--- config.mk ---
export PLATFORM = sky130hd
export DESIGN_NAME = fc_control_seq
export DESIGN_NICKNAME = d
export VERILOG_FILES = /design/src/rtl/fc_control_seq.sv
export SDC_FILE = /design/constraint.sdc
export NUM_CORES = 1
export LEC_CHECK = 0
export BUFFER_PORTS_ARGS = -buffer_cell sky130_fd_sc_hd__clkbuf_2
export CORE_MARGIN = 2
export CORE_UTILIZATION = 40
export CTS_BUF_LIST = sky130_fd_sc_hd__clkbuf_4
export DETAILED_ROUTE_END_ITERATION = 12
export GPL_TIMING_DRIVEN = 0
export PLACE_DENSITY_LB_ADDON = 0.25
export SLEW_MARGIN = 10
export SYNTH_ARGS = -nofsm -noshare
export SYNTH_HDL_FRONTEND = slang
export SYNTH_SLANG_ARGS = --single-unit
--- constraint.sdc ---
create_clock -name clock -period 2.55 [get_ports clock]
set_input_delay 0.51 -clock clock [delete_from_list [all_inputs] [get_ports clock]]
set_output_delay 0.51 -clock clock [all_outputs]
set_load 0.05 [all_outputs]
--- src/rtl/fc_control_seq.sv ---
// fc_control_seq
// ----------------------------------------------------------------------------
// Sequencer for one fully-connected layer pass. After a `start` pulse it walks
// every (group, pair) issue slot once, one pair per cycle. For each slot it
// generates:
//   - input-neuron and weight M9K addresses for ports a and b;
//   - the PI-way bank select, delayed to line up with returning read data;
//   - MAC accumulator strobes (enable_mult, accum_sload);
//   - output-neuron write strobes (out_wr, out_addr).
//
// Handshake: `start` is sampled only in IDLE. `busy` is high for the whole pass
// (RUN + DRAIN). `done` pulses for exactly one cycle after the last output
// write. The next `start` is accepted in the IDLE cycle after `done`, at the
// earliest.
//
// Optional feature (macro FC_CYCLE_CNT_EN): adds the 32-bit `cycle_count`
// output. It counts busy cycles, clears when a pass is accepted, holds after
// `done`, and saturates at 2^32-1.
//
// Ports:
//   clock, reset_n            clock, asynchronous active-low reset
//   start                     one-cycle pass request (ignored unless IDLE)
//   busy, done                pass status / completion pulse
//   in_neuron_rden            read enable, ports a/b of all input banks
//   in_neuron_addr_a/_b       bank address, port a even, port b odd
//   fc_weight_rden            weight read enable, ports a/b
//   fc_weight_addr_a/_b       weight address 2*i / 2*i+1
//   in_neuron_q_a_all/_b_all  packed read data of all PI banks
//   in_neuron_q_a_mux/_b_mux  selected operand (0 when no valid data)
//   enable_mult               MAC input valid
//   accum_sload               MAC accumulator load (first pair of a group)
//   out_wr, out_addr          output-neuron write strobe and group index
//   cycle_count               busy-cycle counter (FC_CYCLE_CNT_EN only)
//
// Debug: the FSM state is held in `state_q` (type state_t).
// ----------------------------------------------------------------------------
module fc_control_seq #(
  parameter int OUTNEURON     = 10,
  parameter int INNEURON      = 64,
  parameter int PI            = 2,
  parameter int PO            = 2,
  parameter int DATA_WIDTH_FC = 16,
  parameter int RD_LATENCY    = 2,
  parameter int MULT_LATENCY  = 3,
  localparam int NPAIR        = INNEURON / 2,
  localparam int SEG          = NPAIR / PI,
  localparam int NGROUP       = OUTNEURON / PO,
  localparam int AW_IN        = $clog2(2 * SEG),
  localparam int AW_W         = $clog2(INNEURON * NGROUP),
  localparam int OA_W         = (NGROUP > 1) ? $clog2(NGROUP) : 1
) (
  input  logic                          clock,
  input  logic                          reset_n,
  input  logic                          start,
  output logic                          busy,
  output logic                          done,
  output logic                          in_neuron_rden,
  output logic [AW_IN-1:0]              in_neuron_addr_a,
  output logic [AW_IN-1:0]              in_neuron_addr_b,
  output logic                          fc_weight_rden,
  output logic [AW_W-1:0]               fc_weight_addr_a,
  output logic [AW_W-1:0]               fc_weight_addr_b,
  input  logic [DATA_WIDTH_FC*PI-1:0]   in_neuron_q_a_all,
  input  logic [DATA_WIDTH_FC*PI-1:0]   in_neuron_q_b_all,
  output logic [DATA_WIDTH_FC-1:0]      in_neuron_q_a_mux,
  output logic [DATA_WIDTH_FC-1:0]      in_neuron_q_b_mux,
  output logic                          enable_mult,
  output logic                          accum_sload,
  output logic                          out_wr,
  output logic [OA_W-1:0]               out_addr
`ifdef FC_CYCLE_CNT_EN
  ,
  output logic [31:0]                   cycle_count
`endif
);

  localparam int NISSUE  = NPAIR * NGROUP;
  localparam int TOT_LAT = RD_LATENCY + MULT_LATENCY;
  localparam int SEL_W   = (PI > 1) ? $clog2(PI) : 1;
  localparam int P_W     = (NPAIR > 1) ? $clog2(NPAIR) : 1;
  localparam int DR_W    = (TOT_LAT > 1) ? $clog2(TOT_LAT) : 1;

  typedef enum logic [1:0] {
    S_IDLE  = 2'd0,
    S_RUN   = 2'd1,
    S_DRAIN = 2'd2,
    S_DONE  = 2'd3
  } state_t;

  state_t state_q, state_d;

  // Issue-side counters: pair within group, group, position within a bank
  // segment, bank index, and the flat issue index i = g*NPAIR + p.
  logic [P_W-1:0]   pair_q;
  logic [OA_W-1:0]  grp_q;
  logic [AW_IN-1:0] seg_off_q;
  logic [SEL_W-1:0] bank_q;
  logic [AW_W-1:0]  iss_q;
  logic [DR_W-1:0]  drain_q;

  logic issue_vld;
  logic pair_first;
  logic pair_last;
  logic issue_last;
  logic drain_last;

  assign issue_vld  = (state_q == S_RUN);
  assign pair_first = (pair_q == '0);
  assign pair_last  = (pair_q == P_W'(NPAIR - 1));
  assign issue_last = (iss_q == AW_W'(NISSUE - 1));
  assign drain_last = (drain_q == DR_W'(TOT_LAT - 1));

  // --------------------------------------------------------------------------
  // FSM
  // --------------------------------------------------------------------------
  always_ff @(posedge clock or negedge reset_n) begin
    if (!reset_n) begin
      state_q <= S_IDLE;
    end else begin
      state_q <= state_d;
    end
  end

  always_comb begin
    state_d = state_q;
    busy    = 1'b0;
    done    = 1'b0;
    case (state_q)
      S_IDLE: begin
        if (start) state_d = S_RUN;
      end
      S_RUN: begin
        busy = 1'b1;
        if (issue_last) state_d = S_DRAIN;
      end
      S_DRAIN: begin
        busy = 1'b1;
        if (drain_last) state_d = S_DONE;
      end
      S_DONE: begin
        done    = 1'b1;
        state_d = S_IDLE;
      end
      default: state_d = S_IDLE;
    endcase
  end

  // --------------------------------------------------------------------------
  // Issue counters. They advance once per RUN cycle and sit at zero otherwise,
  // so every pass starts from slot 0 without an explicit load.
  // --------------------------------------------------------------------------
  always_ff @(posedge clock or negedge reset_n) begin
    if (!reset_n) begin
      pair_q    <= '0;
      grp_q     <= '0;
      seg_off_q <= '0;
      bank_q    <= '0;
      iss_q     <= '0;
    end else if (issue_vld) begin
      iss_q <= iss_q + AW_W'(1);
      if (pair_last) begin
        pair_q <= '0;
        grp_q  <= grp_q + OA_W'(1);
      end else begin
        pair_q <= pair_q + P_W'(1);
      end
      // Pair p maps to bank p/SEG at offset p mod SEG. NPAIR = SEG*PI, so the
      // bank counter wraps at the same time as the pair counter.
      if (seg_off_q == AW_IN'(SEG - 1)) begin
        seg_off_q <= '0;
        bank_q    <= (bank_q == SEL_W'(PI - 1)) ? '0 : bank_q + SEL_W'(1);
      end else begin
        seg_off_q <= seg_off_q + AW_IN'(1);
      end
    end else begin
      pair_q    <= '0;
      grp_q     <= '0;
      seg_off_q <= '0;
      bank_q    <= '0;
      iss_q     <= '0;
    end
  end

  always_ff @(posedge clock or negedge reset_n) begin
    if (!reset_n) begin
      drain_q <= '0;
    end else if (state_q == S_DRAIN) begin
      drain_q <= drain_q + DR_W'(1);
    end else begin
      drain_q <= '0;
    end
  end

  // --------------------------------------------------------------------------
  // Read-side and write-side delay lines. Stage 0 captures the issue-cycle
  // value, so stage D-1 presents it D cycles after issue.
  // --------------------------------------------------------------------------
  logic [RD_LATENCY-1:0] rd_vld_q;
  logic [RD_LATENCY-1:0] rd_first_q;
  logic [SEL_W-1:0]      rd_sel_q [RD_LATENCY];
  logic [TOT_LAT-1:0]    wr_tag_q;
  logic [OA_W-1:0]       wr_grp_q [TOT_LAT];

  always_ff @(posedge clock or negedge reset_n) begin
    if (!reset_n) begin
      rd_vld_q   <= '0;
      rd_first_q <= '0;
      wr_tag_q   <= '0;
      for (int k = 0; k < RD_LATENCY; k++) rd_sel_q[k] <= '0;
      for (int k = 0; k < TOT_LAT; k++)    wr_grp_q[k] <= '0;
    end else begin
      rd_vld_q[0]   <= issue_vld;
      rd_first_q[0] <= issue_vld & pair_first;
      rd_sel_q[0]   <= bank_q;
      for (int k = 1; k < RD_LATENCY; k++) begin
        rd_vld_q[k]   <= rd_vld_q[k-1];
        rd_first_q[k] <= rd_first_q[k-1];
        rd_sel_q[k]   <= rd_sel_q[k-1];
      end
      wr_tag_q[0] <= issue_vld & pair_last;
      wr_grp_q[0] <= grp_q;
      for (int k = 1; k < TOT_LAT; k++) begin
        wr_tag_q[k] <= wr_tag_q[k-1];
        wr_grp_q[k] <= wr_grp_q[k-1];
      end
    end
  end

  // --------------------------------------------------------------------------
  // Outputs
  // --------------------------------------------------------------------------
  assign in_neuron_rden   = issue_vld;
  assign fc_weight_rden   = issue_vld;
  assign in_neuron_addr_a = issue_vld ? (seg_off_q << 1) : '0;
  assign in_neuron_addr_b = issue_vld ? ((seg_off_q << 1) | AW_IN'(1)) : '0;
  assign fc_weight_addr_a = issue_vld ? (iss_q << 1) : '0;
  assign fc_weight_addr_b = issue_vld ? ((iss_q << 1) | AW_W'(1)) : '0;

  assign enable_mult = rd_vld_q[RD_LATENCY-1];
  assign accum_sload = rd_first_q[RD_LATENCY-1];
  assign out_wr      = wr_tag_q[TOT_LAT-1];
  assign out_addr    = out_wr ? wr_grp_q[TOT_LAT-1] : '0;

  // Operand mux. It is forced to zero when no valid data is returning, so the
  // MAC never sees stale bank contents.
  always_comb begin
    in_neuron_q_a_mux = '0;
    in_neuron_q_b_mux = '0;
    if (enable_mult) begin
      for (int k = 0; k < PI; k++) begin
        if (rd_sel_q[RD_LATENCY-1] == SEL_W'(k)) begin
          in_neuron_q_a_mux = in_neuron_q_a_all[k*DATA_WIDTH_FC +: DATA_WIDTH_FC];
          in_neuron_q_b_mux = in_neuron_q_b_all[k*DATA_WIDTH_FC +: DATA_WIDTH_FC];
        end
      end
    end
  end

`ifdef FC_CYCLE_CNT_EN
  logic [31:0] cycle_cnt_q;

  // Cleared on pass acceptance. Counts only while busy, so the value from the
  // last pass is held through DONE and IDLE.
  always_ff @(posedge clock or negedge reset_n) begin
    if (!reset_n) begin
      cycle_cnt_q <= '0;
    end else if (state_q == S_IDLE && start) begin
      cycle_cnt_q <= '0;
    end else if (busy && cycle_cnt_q != 32'hFFFF_FFFF) begin
      cycle_cnt_q <= cycle_cnt_q + 32'd1;
    end
  end

  assign cycle_count = cycle_cnt_q;
`endif

endmodule

Yosys cells after proc, flatten, opt, wreduce, memory -nomap -nowiden:

Index checks and enable logic that the tools add are counted.
W data, S select, Z words.

* memories kept: 0
* memory bits (read-only): 0
* bits in latches: 0
* output and inout bits: 70
* bits of input ports: 67
* logic and storage cells: 67
* bits in writable memories: 0
* register bits after elaboration: 54

* bitwise gates (word level): 2
* multiplexer cells: 26
* add/subtract/negate cells: 6
* reduce and logical (&&, ||, !) cells: 4
* equal/unequal tests: 12
* div/mod/pow operators: 0
* order comparisons: 0
* shift operators: 0
* $mul: 0

Operator list (number)
* $mux W16: 4
* $mux W5: 6
* $mux W9: 3
* $mux W3: 4
* $add A5 B1 Y5 const B: 2
* $add A9 B1 Y9 const B: 1
* $eq A9 B8 Y1 const B: 1
* $pmux W2 S4: 1
* $add A3 B1 Y3 const B: 2
* $mux W2: 3
* $ne A2 B1 Y1 const B: 3
* $eq A5 B4 Y1 const B: 1
* $eq A5 B5 Y1 const B: 1
* $logic_not A5 Y1: 1
* $mux W1: 5
* $eq A2 B2 Y1 const B: 2
* $ne A2 B2 Y1 const B: 2
* $eq A3 B3 Y1 const B: 1
* $reduce_and A3 Y1: 1
* $and A1 B1 Y1: 2
* $eq A2 B1 Y1 const B: 1
* $logic_not A2 Y1: 1
* $reduce_or A2 Y1: 1
* $add A1 B1 Y1 const B: 1

Logic depth before layout (Yosys ltp):

Gate-level depths: netlist (run 1).

* depth after elaboration: 4
* gate-level depth with buffers: 6
* gate-level depth less buffers: 6

Worst setup path after synthesis (run 1):

Ideal clock, no wire load.

* path type: reg2out
* start point: register state_q[1]
* end point: output fc_weight_addr_b[5]
* arrival time: 2.146 ns
* path buffers: 2
* stages on the path, launching flop included: 6
* required time: 2.040 ns
* setup slack: -0.106 ns
* path through: dfrtp_1 > inv_1 > ha_1 > clkbuf_1 > and2_1 > buf_4

* word-level cells in the longest chain between the ends: 2

RTL lines
* start: declaration: RTL line 90 `state_t state_q, state_d;`
* start signal: assignment: RTL line 120 `state_q <= state_d;`
* $eq A2 B1 Y1: RTL line 107 `assign issue_vld = (state_q == S_RUN);`
* named net fc_weight_rden: RTL line 60 `output logic fc_weight_rden,`
* $mux W9: RTL line 237 `assign fc_weight_addr_b = issue_vld ? ((iss_q << 1) | AW_W'(1)) : '0;`
* end: declaration: RTL line 62 `output logic [AW_W-1:0] fc_weight_addr_b,`

The timed path passes the listed nets, and every way through them passes these cells.

Final worst setup path (run 1):

* start point: register state_q[1]
* end point: output fc_weight_addr_b[2]

* word-level cells in the longest chain between the ends: 2

RTL lines (RTL line)
* $eq A2 B1 Y1: 107
* $mux W9: 237

No other way between the ends.

==> results_dict.tcl, run 1 <==
set metrics [dict create \
    status "finished clean" \
    switching_share 0.2691 \
    ys_ff_latch 54 \
    nets 477 \
    synth.cell_area_sq_um 2809 \
    worstRegToRegCells 5 \
    grt_max_degree 55 \
    dpl-instance-area_sq_um 3608 \
    holdCritPathClass "primary input to asynchronous set/reset pin" \
    placed_cells 483 \
    post-route-drc-count 0 \
    start_util 0.4134 \
    synth_cell_types 32 \
    viasPerCell 4.397 \
    grtUsageTotal 0.1435 \
    row_count 30 \
    fin_area_sq_um 3741 \
    slew_headroom 0.5299 \
    dp_hpwl_um 4517 \
    synthCells 252 \
    grt_pass1_vias 1964 \
    wl_per_cell_um 11.79 \
    power_frac_seq 0.550 \
    synth_area_leaders "dfrtp_1, mux2i_1, nor2b_1, and2_1, ha_1" \
    ir_worst_vdd_mv 0.2467 \
    switching_power_mw 0.4193 \
    num-fill-cells 627 \
    port_buffers 134 \
    rsz0062_at_grt "no" \
    finalSetupTns_ps 0 \
    fin_skew_ps 10.67 \
    p_per_area_nw_per_um2 416.5 \
    final-hold-violation-count 0 \
    critPathKind "register to output port" \
    setup_viol 0 \
    grt_first_pass_wirelength_um 8763 \
    path_max_fanout 10 \
    cp.arrival_ps 1880 \
    r2r_slack_ps 710 \
    die_area_sq_um 7709 \
    die_y_um 87.80 \
    drive_above_1_share 0.4322 \
    p_int_mw 1.139 \
    core_sq_um 6794 \
    clock_latency_ps 370 \
    p_leak_nw 1.893 \
    yosys.area.top_type_share 0.4811 \
    vias 2172 \
    comb_power_share 0.144 \
    worst_pin_slew_ps 705.1 \
    finalMaxSlewViolations 0 \
    endpoint_kind "output port" \
    die_x_um 87.80 \
    cts_tree "done" \
    final_cell_count_no_fill 494 \
    gp_congestion 0.7731 \
    cts_root_buf "clkbuf_4" \
    antenna_found_initial 0 \
    post_synth.cell_area_avg_sq_um 11.15 \
    cap_violations 0 \
    cts_buffers 5 \
    r2r_end "state_q[1]$_DFFE_PN0P_" \
    critPathRequiredTime_ps 2040 \
    clk_pin_slew_ps 160 \
    worstSetupStartpointType "register" \
    layout_commonest_cell "clkbuf_2" \
    drt-total-wl_um 5822 \
    grt_overflow 0 \
    drt-initial-drc-count 49 \
    seq_area_sq_um 1351 \
    ant_nets 0 \
    clkPwrFrac 0.307 \
    area_delta_synth_final_pct 33.18 \
    r2r-start "iss_q[0]$_DFF_PN0_" \
    mostFrequentLayoutCells "clkbuf_2, dfrtp_1, nor2b_1, mux2i_1, and2_1" \
    yosysSeqAreaShare 0.4811 \
    yosys.area.top_type "dfrtp_1" \
    period_share 0.9353 \
    multiInputGateArea_sq_um 1279 \
    first_pass_iters 4 \
    antenna_cells 0 \
    cts_sinks 54 \
    clockBufferDepth 2 \
    ctsHtreeMaxLevel 2 \
    yosysWarnings 0 \
    post-route-min-period_ps 2385 \
    fin_util 0.5506 \
    hold_slack_ps 181.3 \
    max_clock_freq_mhz 419.3 \
    io_pins 137 \
]
-- power groups by stage --
stage / clock (mW) / sequential (mW) / combinational, mW
floorplan: 0 / 0.873 / 0.132
global placement: 0 / 0.873 / 0.225
detailed placement: 0 / 0.873 / 0.227
CTS: 0.505 / 0.857 / 0.227
global route: 0.532 / 0.857 / 0.240
finish: 0.478 / 0.857 / 0.224
-- metal layers --
metal  track usage  up-vias  part of all wire
met2        0.2686       85              0.50
met1        0.1594      996              0.40
met3       0.03959        5             0.088
li1              -     1086                 -
met5             0        -                 0
met4       0.03776        0             0.010
-- repair_timing --
item | in CTS | in global routing
hold buffers | 0 | 0
resized for setup | 5 | 12
setup buffers | 0 | 3
gates cloned | 0 | 0
endpoints found under the setup margin | 22 | 16
-- cells in the mapped netlist --
library cell	count
dfrtp_1	54
nor2b_1	35
mux2i_1	34
and2_1	31
buf_4	17
ha_1	13
clkbuf_1	7
inv_1	7
nor2_1	7
xor2_1	7
xnor2_1	6
nand2_1	5
nand3_1	4
buf_2	3
a21boi_1	2
and3_1	2
nor3b_1	2
o21ai_0	2
a2111o_1	1
a21boi_0	1
and2_2	1
and2b_1	1
and4_4	1
and4b_1	1
conb_1	1
mux2_4	1
nand2b_1	1
nand3_2	1
nand4_1	1
nor3_1	1
o21a_1	1
or3_1	1
-- stage by stage --
step           total power [mW]  setup WS (ps)
4_1_cts                   1.589          6.755
3_5_place_dp              1.099          178.7
5_1_grt                   1.629          42.44
3_3_place_gp              1.097          199.1
6_report                  1.558          165.0
2_1_floorplan             1.005          111.7
-- cells by family after synthesis --
logic type,synth area share
other,0.001335
adder cells (fa/ha/maj),0.05791
AND/OR/NAND/NOR,0.2049
flip-flops,0.4811
XOR/XNOR,0.04053
buffers and inverters,0.06949
AO/OA/AOI/OAI,0.01826
multiplexers,0.1265
-- critical path, cell delays in order (launching register included) --
cell and delay (ps):
dfrtp_1 440, inv_1 140, ha_4 200, clkbuf_4 200, and2_1 160, buf_4 110, clkbuf_2 260
-- state kept, by name, indices dropped and copies added, names as in the netlist, 2 cells and up --
| register | flops |
|---|---|
| iss_q | 9 |
| seg_off_q | 5 |
| state_q | 2 |
| rd_first_q | 2 |
| wr_grp_q | 15 |
| rd_sel_q | 2 |
| rd_vld_q | 2 |
| grp_q | 3 |
| wr_tag_q | 5 |
| drain_q | 3 |
| pair_q | 5 |
-- area by class of cell --
| type | count | area share |
|---|---|---|
| inverter | 7 | 0.007023 |
| multi-input combinational | 165 | 0.3418 |
| sequential | 54 | 0.3612 |
| timing repair buffer | 137 | 0.1880 |
| tap | 96 | 0.03211 |
| clock buffer | 5 | 0.01003 |
| clock inverter | 3 | 0.01271 |
| buffer | 27 | 0.04716 |
-- worst max path at each step --
stage / startpoint / to / slack (ps) / cells after the start
finish: state_q[1]$_DFFE_PN0P_ / fc_weight_addr_b[2] / 160 / 6
global route: rd_sel_q[0]$_DFF_PN0_ / in_neuron_q_a_mux[5] / 40 / 5
CTS: state_q[1]$_DFFE_PN0P_ / in_neuron_addr_b[4] / 7 / 6
detailed placement: state_q[1]$_DFFE_PN0P_ / in_neuron_addr_b[1] / 180 / 6
global placement: state_q[1]$_DFFE_PN0P_ / in_neuron_addr_b[1] / 200 / 6
floorplan: state_q[1]$_DFFE_PN0P_ / fc_weight_addr_b[5] / 110 / 5
(Power assumes the default switching activity.)
==> inputs of run 2 (changes only) <==
--- a/config.mk
+++ b/config.mk
@@ -6,8 +6,9 @@
 export NUM_CORES = 1
 export LEC_CHECK = 0
 export BUFFER_PORTS_ARGS = -buffer_cell sky130_fd_sc_hd__clkbuf_2
-export CORE_MARGIN = 2
-export CORE_UTILIZATION = 40
+export CELL_PAD_IN_SITES_DETAIL_PLACEMENT = 0
+export CELL_PAD_IN_SITES_GLOBAL_PLACEMENT = 1
+export CORE_UTILIZATION = 38
 export CTS_BUF_LIST = sky130_fd_sc_hd__clkbuf_4
 export DETAILED_ROUTE_END_ITERATION = 12
 export GPL_TIMING_DRIVEN = 0
==> results_dict.tcl, run 2 (same netlist as run 1, synthesis figures left out) <==
set metrics [dict create \
    status "finished clean" \
    slew_headroom 0.5216 \
    clockBufferDepth 2 \
    row_count 30 \
    vias 2169 \
    area_delta_synth_final_pct 32.69 \
    seq_area_sq_um 1351 \
    ir_worst_vdd_mv 0.2660 \
    grt_max_degree 55 \
    period_share 0.9493 \
    grt_pass1_vias 1839 \
    cts_root_buf "clkbuf_4" \
    clkPwrFrac 0.273 \
    ant_nets 0 \
    final-hold-violation-count 0 \
    die_y_um 87.98 \
    port_buffers 134 \
    power_frac_seq 0.574 \
    grt_busiest_layer "met2" \
    cp.arrival_ps 1910 \
    comb_power_share 0.152 \
    p_leak_nw 1.882 \
    nets 477 \
    reg_top3 "wr_grp_q (15), iss_q (9)" \
    p_int_mw 1.048 \
    wl_per_cell_um 12.46 \
    largest_reg_flops 15 \
    cts_tree "done" \
    finalPower_mw 1.492 \
    use_met2 0.2763 \
    mostFrequentLayoutCells "clkbuf_2, dfrtp_1, nor2b_1, mux2i_1, and2_1" \
    use_met3 0.02828 \
    cts_buffers 5 \
    cts_sinks 54 \
    p_per_area_nw_per_um2 400.4 \
    io_pins 137 \
    cap_violations 0 \
    core_sq_um 6982 \
    critPathRequiredTime_ps 2040 \
    layout_commonest_cell "clkbuf_2" \
    critPathKind "register to output port" \
    drt-total-wl_um 6153 \
    post-route-min-period_ps 2421 \
    switching_share 0.2979 \
    max_clock_freq_mhz 413.1 \
    regMostFlops "wr_grp_q" \
    finalSetupTns_ps 0 \
    placed_cells 483 \
    start_util 0.4023 \
    final_cell_count_no_fill 494 \
    clk_pin_slew_ps 170 \
    rsz0062_at_grt "no" \
    grt_first_pass_wirelength_um 9025 \
    clock_latency_ps 380 \
    holdCritPathClass "primary input to asynchronous set/reset pin" \
    die_x_um 87.98 \
    viasPerCell 4.391 \
    dp_hpwl_um 4744 \
    num-fill-cells 675 \
    antenna_found_initial 0 \
    ctsHtreeMaxLevel 2 \
    endpoint_kind "output port" \
    switching_power_mw 0.4446 \
    multiInputGateArea_sq_um 1279 \
    holdBufCountCts 0 \
    antenna_cells 0 \
    grtUsageTotal 0.1535 \
    drt-initial-drc-count 42 \
    grt_overflow 0 \
    finalMaxSlewViolations 0 \
    fin_skew_ps 15.40 \
    gp_congestion 0.7698 \
    worstSetupStartpointType "register" \
    setup_viol 0 \
    pre_cts_slack_ps 164.6 \
    post-route-drc-count 0 \
    drive_above_1_share 0.4322 \
    first_pass_iters 5 \
    postLayoutSetupSlackWorst_ps 129.3 \
    die_area_sq_um 7740 \
    grtUsageMet1 0.1831 \
    path_max_fanout 10 \
    worst_pin_slew_ps 717.6 \
]
[run 2: cell types whose count changed in the layout (fill, tap and decap cells not counted)]
cell / change
buf_2: -1
bufinv_16: -1
clkbuf_2: -1
clkbuf_4: +2
inv_8: +1
[run 2: power by group through the flow]
stage | clock (mW) | combinational (mW) | sequential (mW)
global placement | 0 | 0.226 | 0.873
floorplan | 0 | 0.132 | 0.873
finish | 0.408 | 0.227 | 0.857
detailed placement | 0 | 0.230 | 0.873
CTS | 0.427 | 0.231 | 0.857
global route | 0.470 | 0.243 | 0.857
[run 2: final cells by class]
type                    count  share of cell area
multi-input cells         165              0.3431
inverters                   7            0.007049
repair buffers            137              0.1900
clock inverters             3            0.007721
clock buffers               5             0.01007
plain buffers              27             0.04733
well taps                  96             0.03223
flip-flops and latches     54              0.3625
[run 2: worst paths after layout]
kind / depth (start not counted) / start / end / slack (ps)
worst max-delay path: 6 / state_q[1]$_DFFE_PN0P_ / in_neuron_addr_b[4] / 130
worst min-delay path: 1 / reset_n / wr_grp_q[7]$_DFF_PN0_ / 180
worst max register to register: 5 / iss_q[0]$_DFF_PN0_ / state_q[1]$_DFFE_PN0P_ / 700
worst min register to register: 0 / wr_grp_q[14]$_DFF_PN0_ / wr_grp_q[11]$_DFF_PN0_ / 350
max in group asynchronous: 1 / reset_n / drain_q[2]$_DFF_PN0_ / 1900
min in group clock: 0 / wr_grp_q[14]$_DFF_PN0_ / wr_grp_q[11]$_DFF_PN0_ / 350
[run 2: metal layers]
layer  share of wire  routed length (um)  vias up
li1                -                   -     1086
met1            0.41                2548      997
met2            0.51                3111       82
met3           0.072                 442        4
met4          0.0081                  50        0
met5               0                   0        -
[run 2: critical path: stages (launching register included)]
cell and delay (ps):
dfrtp_1 460, inv_1 150, ha_4 200, clkbuf_4 200
and2_1 190, buf_4 130, clkbuf_4 220
[run 2: metrics by stage]
| stage | hold slack, ps | cell area [sq um] | util |
|---|---|---|---|
| 3_5_place_dp | 334.7 | 3608 | 0.5168 |
| 2_1_floorplan | 214.4 | 2815 | - |
| 4_1_cts | 196.9 | 3700 | 0.5299 |
| 5_1_grt | 212.7 | 3727 | 0.5339 |
| 3_3_place_gp | 331.4 | 3606 | 0.5165 |
| 6_report | 180.2 | 3727 | 0.5339 |
[run 2: timing repair]
| item | 4_1_cts | 5_1_grt |
|---|---|---|
| resized for setup | 8 | 9 |
| setup buffers | 0 | 3 |
| setup endpoints to repair | 22 | 22 |
